**src/rtl/intra_pkg.sv**
```systemverilog
// Shared types and constants for the intra block scanner.
// The scanner's optional MB visit order is selected by INTRA_SCAN_MB_ORDER_EN.
package intra_pkg;

    typedef enum logic [1:0] {
        ST_IDLE = 2'd0,
        ST_RUN  = 2'd1,
        ST_DONE = 2'd2
    } state_t;

    typedef struct packed {
        logic [15:0] row;
        logic [15:0] col;
    } blk_coord_t;

    localparam int BLK_SIZE = 4;
    localparam int MB_SIZE  = 16;

endpackage

```
**src/rtl/intra_blk_idx2xy.sv**
```systemverilog
// Maps an H.264 luma 4x4 block index (0..15) to its pixel offset inside a 16x16 MB.
// Used only when INTRA_SCAN_MB_ORDER_EN is defined.
module intra_blk_idx2xy (
    input  logic [3:0] blk,
    output logic [3:0] off_x,
    output logic [3:0] off_y
);

    // x = blk[2]*8 + blk[0]*4, y = blk[3]*8 + blk[1]*4
    assign off_x = {blk[2], blk[0], 2'b00};
    assign off_y = {blk[3], blk[1], 2'b00};

endmodule

```
**src/rtl/intra_blk_scanner.sv**
```systemverilog
// Frame walker presenting 4x4 block positions {row, col} over valid/ready.
// INTRA_SCAN_MB_ORDER_EN selects 16x16 MB raster with H.264 block order inside each MB.
//
// state   | meaning
// IDLE    | waiting for start, outputs quiet
// RUN     | presenting positions, valid=1 busy=1
// DONE    | one-cycle frame_done pulse, then IDLE
module intra_blk_scanner
    import intra_pkg::*;
#(
    parameter int WIDTH  = 1280,
    parameter int LENGTH = 720
) (
    input  logic        clk,
    input  logic        reset,
    input  logic        start,
    input  logic        ready,
    output logic        valid,
    output logic [31:0] mbnumber,
    output logic        last,
    output logic        busy,
    output logic        frame_done
);

    state_t     state, state_nxt;
    blk_coord_t pos, pos_nxt;
    logic       valid_nxt, busy_nxt, done_nxt, last_nxt;
    logic       last_at_nxt;
    logic       load, xfer;

    assign load     = (state == ST_IDLE) && start;
    assign xfer     = valid && ready;
    assign mbnumber = pos;

    always_ff @(posedge clk or negedge reset) begin
        if (!reset) begin
            state <= ST_IDLE;
        end else begin
            state <= state_nxt;
        end
    end

    always_comb begin
        state_nxt = state;
        case (state)
            ST_IDLE: if (start) state_nxt = ST_RUN;
            ST_RUN:  if (xfer && last) state_nxt = ST_DONE;
            ST_DONE: state_nxt = ST_IDLE;
            default: state_nxt = ST_IDLE;
        endcase
    end

    // Outputs are decoded from the next state so they can be registered
    // without adding a cycle of latency.
    always_comb begin
        valid_nxt = (state_nxt == ST_RUN);
        busy_nxt  = (state_nxt == ST_RUN);
        done_nxt  = (state_nxt == ST_DONE);
        last_nxt  = (state_nxt == ST_RUN) && last_at_nxt;
    end

`ifdef INTRA_SCAN_MB_ORDER_EN
    localparam logic [15:0] MB_COL_LAST = 16'(WIDTH - MB_SIZE);
    localparam logic [15:0] MB_ROW_LAST = 16'(LENGTH - MB_SIZE);

    logic [15:0] mb_x, mb_y, mb_x_nxt, mb_y_nxt;
    logic [3:0]  blk, blk_nxt;
    logic [3:0]  off_x, off_y;

    intra_blk_idx2xy u_idx2xy (
        .blk   (blk_nxt),
        .off_x (off_x),
        .off_y (off_y)
    );

    always_comb begin
        mb_x_nxt = mb_x;
        mb_y_nxt = mb_y;
        blk_nxt  = blk;
        // Clearing on the final transfer leaves the counters at the frame origin in DONE/IDLE.
        if (load || (xfer && last)) begin
            mb_x_nxt = '0;
            mb_y_nxt = '0;
            blk_nxt  = '0;
        end else if (xfer) begin
            if (blk == 4'd15) begin
                blk_nxt = '0;
                if (mb_x == MB_COL_LAST) begin
                    mb_x_nxt = '0;
                    mb_y_nxt = mb_y + 16'(MB_SIZE);
                end else begin
                    mb_x_nxt = mb_x + 16'(MB_SIZE);
                end
            end else begin
                blk_nxt = blk + 4'd1;
            end
        end
        pos_nxt.row = mb_y_nxt + {12'd0, off_y};
        pos_nxt.col = mb_x_nxt + {12'd0, off_x};
        last_at_nxt = (blk_nxt == 4'd15) && (mb_x_nxt == MB_COL_LAST) && (mb_y_nxt == MB_ROW_LAST);
    end

    always_ff @(posedge clk or negedge reset) begin
        if (!reset) begin
            mb_x <= '0;
            mb_y <= '0;
            blk  <= '0;
        end else begin
            mb_x <= mb_x_nxt;
            mb_y <= mb_y_nxt;
            blk  <= blk_nxt;
        end
    end
`else
    localparam logic [15:0] COL_LAST = 16'(WIDTH - BLK_SIZE);
    localparam logic [15:0] ROW_LAST = 16'(LENGTH - BLK_SIZE);

    always_comb begin
        pos_nxt = pos;
        if (load || (xfer && last)) begin
            pos_nxt = '0;
        end else if (xfer) begin
            if (pos.col == COL_LAST) begin
                pos_nxt.col = '0;
                pos_nxt.row = pos.row + 16'(BLK_SIZE);
            end else begin
                pos_nxt.col = pos.col + 16'(BLK_SIZE);
            end
        end
        last_at_nxt = (pos_nxt.row == ROW_LAST) && (pos_nxt.col == COL_LAST);
    end
`endif

    always_ff @(posedge clk or negedge reset) begin
        if (!reset) begin
            pos        <= '0;
            valid      <= 1'b0;
            busy       <= 1'b0;
            last       <= 1'b0;
            frame_done <= 1'b0;
        end else begin
            pos        <= pos_nxt;
            valid      <= valid_nxt;
            busy       <= busy_nxt;
            last       <= last_nxt;
            frame_done <= done_nxt;
        end
    end

endmodule

```
**config.mk**
```make
export PLATFORM = sky130hd
export DESIGN_NAME = intra_blk_scanner
export DESIGN_NICKNAME = d
export VERILOG_FILES = /design/src/rtl/intra_pkg.sv /design/src/rtl/intra_blk_idx2xy.sv /design/src/rtl/intra_blk_scanner.sv
export SDC_FILE = /design/constraint.sdc
export NUM_CORES = 1
export LEC_CHECK = 0
export CELL_PAD_IN_SITES_DETAIL_PLACEMENT = 1
export CELL_PAD_IN_SITES_GLOBAL_PLACEMENT = 1
export CORE_UTILIZATION = 42
export CTS_CLUSTER_DIAMETER = 60
export DETAILED_ROUTE_END_ITERATION = 7
export HOLD_SLACK_MARGIN = 0.03
export PLACE_DENSITY_LB_ADDON = 0.1
export SYNTH_ARGS = -nofsm -noshare
export SYNTH_HDL_FRONTEND = slang
export SYNTH_SLANG_ARGS = --single-unit
```
**constraint.sdc**
```tcl
create_clock -name clk -period 3.9 [get_ports clk]
set_input_delay 0.78 -clock clk [delete_from_list [all_inputs] [get_ports clk]]
set_output_delay 0.78 -clock clk [all_outputs]
set_load 0.01 [all_outputs]
```
==> flow_summary.json <==
{
  "io_pins": 40,
  "avgRoutedWirePerCell_um": 16.7,
  "post-route-util": 0.560,
  "cts.hold.buffers_added": 0,
  "synth_edf_count": 0,
  "gp_congestion": 0.810,
  "cts_tree": "yes",
  "async_reset_ff_frac": 1.00,
  "synth.yosys.seq_area_share": 0.429,
  "p_comb_frac": 0.191,
  "synth.area.top_cells": "dfrtp_1 (43%), nor2_1 (6.8%), xor2_1 (5.7%), xnor2_1 (4.9%), nand2_1 (3.5%)",
  "synth_cells": 234,
  "cts.sinks": 37,
  "drive_above_1_share": 0.0846,
  "power.share.sequential": 0.437,
  "dp.final_hpwl_um": 4010,
  "clock_skew_ns": 0.00832,
  "synth_xor_area_frac": 0.106,
  "intPower_mw": 0.769,
  "worstPathCellList": "clkdlybuf4s50_1, and4_1, nand2_8, or2_2, mux2i_1, or4_1, nor4_1, and4_1",
  "antenna_found_initial": 0,
  "drv_cap": 0,
  "grt_overflow": 0,
  "slew_headroom": 0.439,
  "critPathMostFrequentCell": "and4_1",
  "via_count": 1836,
  "swShare": 0.289,
  "synth-main-ff-cell": "dfrtp_1",
  "numCtsBuffers": 5,
  "slowest_delay_ns": 0.58,
  "ctsRootBufferMaster": "clkbuf_8",
  "synth_compound_area_frac": 0.0783,
  "drt-initial-drc-count": 84,
  "synth_fa_ha_area_frac": 0.0116,
  "hold-worst-slack_ns": 0.518,
  "wirelength_um": 5660,
  "nets": 277,
  "antenna_left": 0,
  "synth_area_per_cell_sq_um": 9.22,
  "synth-simple-area-share": 0.332,
  "power_density_mw_per_mm2": 399,
  "synth_top_area_cell": "dfrtp_1",
  "grt_usage": 0.236,
  "setup_tns_ns": 0,
  "leakage_nw": 1.11,
  "fmax_ghz": 0.311,
  "p_clk_frac": 0.372,
  "setup_viol": 0,
  "grt_pass1_vias": 1872,
  "path_clk_slew_ns": 0.08,
  "grt_max_degree": 38,
  "clockBufferDepth": 2,
  "crit_slowest_cell": "clkdlybuf4s50_1",
  "synth_mux_area_frac": 0.00928,
  "synth_top_family_by_area": "simple AND/OR/NAND/NOR gates",
  "switching_power_mw": 0.313,
  "max_slew.worst_pin.slew_ns": 0.841,
  "n_antenna_cell": 0,
  "finalHoldViolCount": 0,
  "cts.htree.levels": 2,
  "dieHeight_um": 73.7,
  "coreArea_sq_mm": 0.00485,
  "placed_area_sq_mm": 0.00258,
  "post_cts_buffers": 0,
  "syn_nets": 240,
  "die_w_um": 73.7,
  "synth.distinct_cells": 45,
  "dieArea_sq_mm": 0.00543,
  "cts_resized": 0,
  "start_util": 0.445,
  "run_status": "finished, final reports clean",
  "area_growth_pct": 25.7,
  "fin_crit_ns": 3.22,
  "yosys_warnings": 0,
  "first_pass_iters": 4,
  "grt_first_pass_wirelength_um": 9600,
  "final_cell_area_sq_mm": 0.00271,
  "crit_fanout": 9,
  "clk_latency_ns": 0.29,
  "rsz0062_at_grt": "no",
  "cp-end-kind": "register",
  "fin_crit_sh": 0.825,
  "maxSlewViolCount": 0,
  "port_buffers": 39,
  "start_kind": "input port",
  "synth_seq_cells": 37,
  "yosysTopAreaCellShare": 0.429,
  "drc": 0,
  "path_class": "in -> reg",
  "cp.required_ns": 4.14,
  "synth_area_sq_mm": 0.00216,
  "hp-class": "reg -> reg",
  "via_per_inst": 5.42,
  "critPathArrivalTime_ns": 3.45,
  "peakVddDrop_mv": 0.189,
  "num_rows": 25
}
area by class of cell:
cell class | count | area, sq um
Clock inverter | 3 | 65.1
Timing Repair Buffer | 41 | 400
Multi-Input combinational cell | 183 | 1160
Fill cell | 557 | 2130
Sequential cell | 37 | 926
Inverter | 3 | 11.3
Tap cell | 67 | 83.8
Clock buffer | 5 | 68.8
flip-flops by register name (all words and copies together) (netlist names):
name and count:
last 1, mbnumber 32, frame_done 1, state 2, busy 1
cell usage after synthesis (4+ instances only):
cell,number
or4_1,4
nor4_1,5
and3_1,4
and4_1,5
xor2_1,14
nor3_1,9
nand3_1,11
o21ai_0,4
nor2_1,39
dfrtp_1,37
xnor2_1,12
clkbuf_1,5
nand4_1,11
and2_1,4
a21oi_1,6
nand2_1,20
worst max-delay path, delay by kind of cell:
family | cells | cell delay [ns]
AND/OR/NAND/NOR | 6 | 1.94
buffers and inverters | 1 | 0.58
multiplexers | 1 | 0.16
layer usage:
layer | vias up | share of wire | GRT usage | wire (um)
li1 | 904 | - | - | -
met1 | 896 | 0.48 | 0.328 | 2690
met2 | 29 | 0.48 | 0.375 | 2730
met3 | 7 | 0.028 | 0.0384 | 161
met4 | 0 | 0.013 | 0.0705 | 76
met5 | - | 0 | 0 | 0
kinds of logic (layout without fill, tap and decap cells):
kind of cell | Yosys count | after routing
compound gates | 23 | 23
xor+xnor | 26 | 26
fa+ha+maj | 2 | 2
buf+inv | 14 | 52
flops | 37 | 37
mux | 2 | 2
simple gates | 130 | 130
power by group through the flow:
stage / registers [mW] / logic (mW) / clock network [mW]
3_3_place_gp: 0.479 / 0.204 / 0
5_1_grt: 0.482 / 0.231 / 0.423
6_report: 0.473 / 0.207 / 0.402
3_5_place_dp: 0.481 / 0.207 / 0
4_1_cts: 0.473 / 0.210 / 0.409
2_1_floorplan: 0.473 / 0.124 / 0
per-stage QoR:
stage | setup WS (ns) | cells | power (mW)
after CTS | 0.676 | 339 | 1.09
after floorplan | 1.25 | 234 | 0.597
final | 0.684 | 339 | 1.08
after global routing | 0.535 | 339 | 1.14
after global placement | 0.515 | 331 | 0.683
after detailed placement | 0.387 | 331 | 0.688
cells in the final DEF (no fill, tap or decap), drive strengths merged, types with 5 or more instances in the layout:
master,Yosys,final
dfrtp,37,37
and4,5,5
clkdlybuf4s50,0,38
xnor2,12,12
nor2,40,40
nand3,13,13
nor3,9,9
a211oi,5,5
nor4,7,7
nand4,11,11
xor2,14,14
a21oi,6,6
clkbuf,5,5
nand2,22,22
final timing paths:
kind	slack [ns]	to	cells after the start	from
max in group asynchronous	2.78	mbnumber[14]	1	reset
worst max-delay path	0.68	last	8	ready
worst min register to register	0.52	mbnumber[17]	1	mbnumber[17]
worst max register to register	1.00	last	8	mbnumber[2]
worst min-delay path	0.52	mbnumber[17]	1	mbnumber[17]
min in group asynchronous	0.58	mbnumber[0]	1	reset
Note: power is estimated with default switching activity, not from simulation.
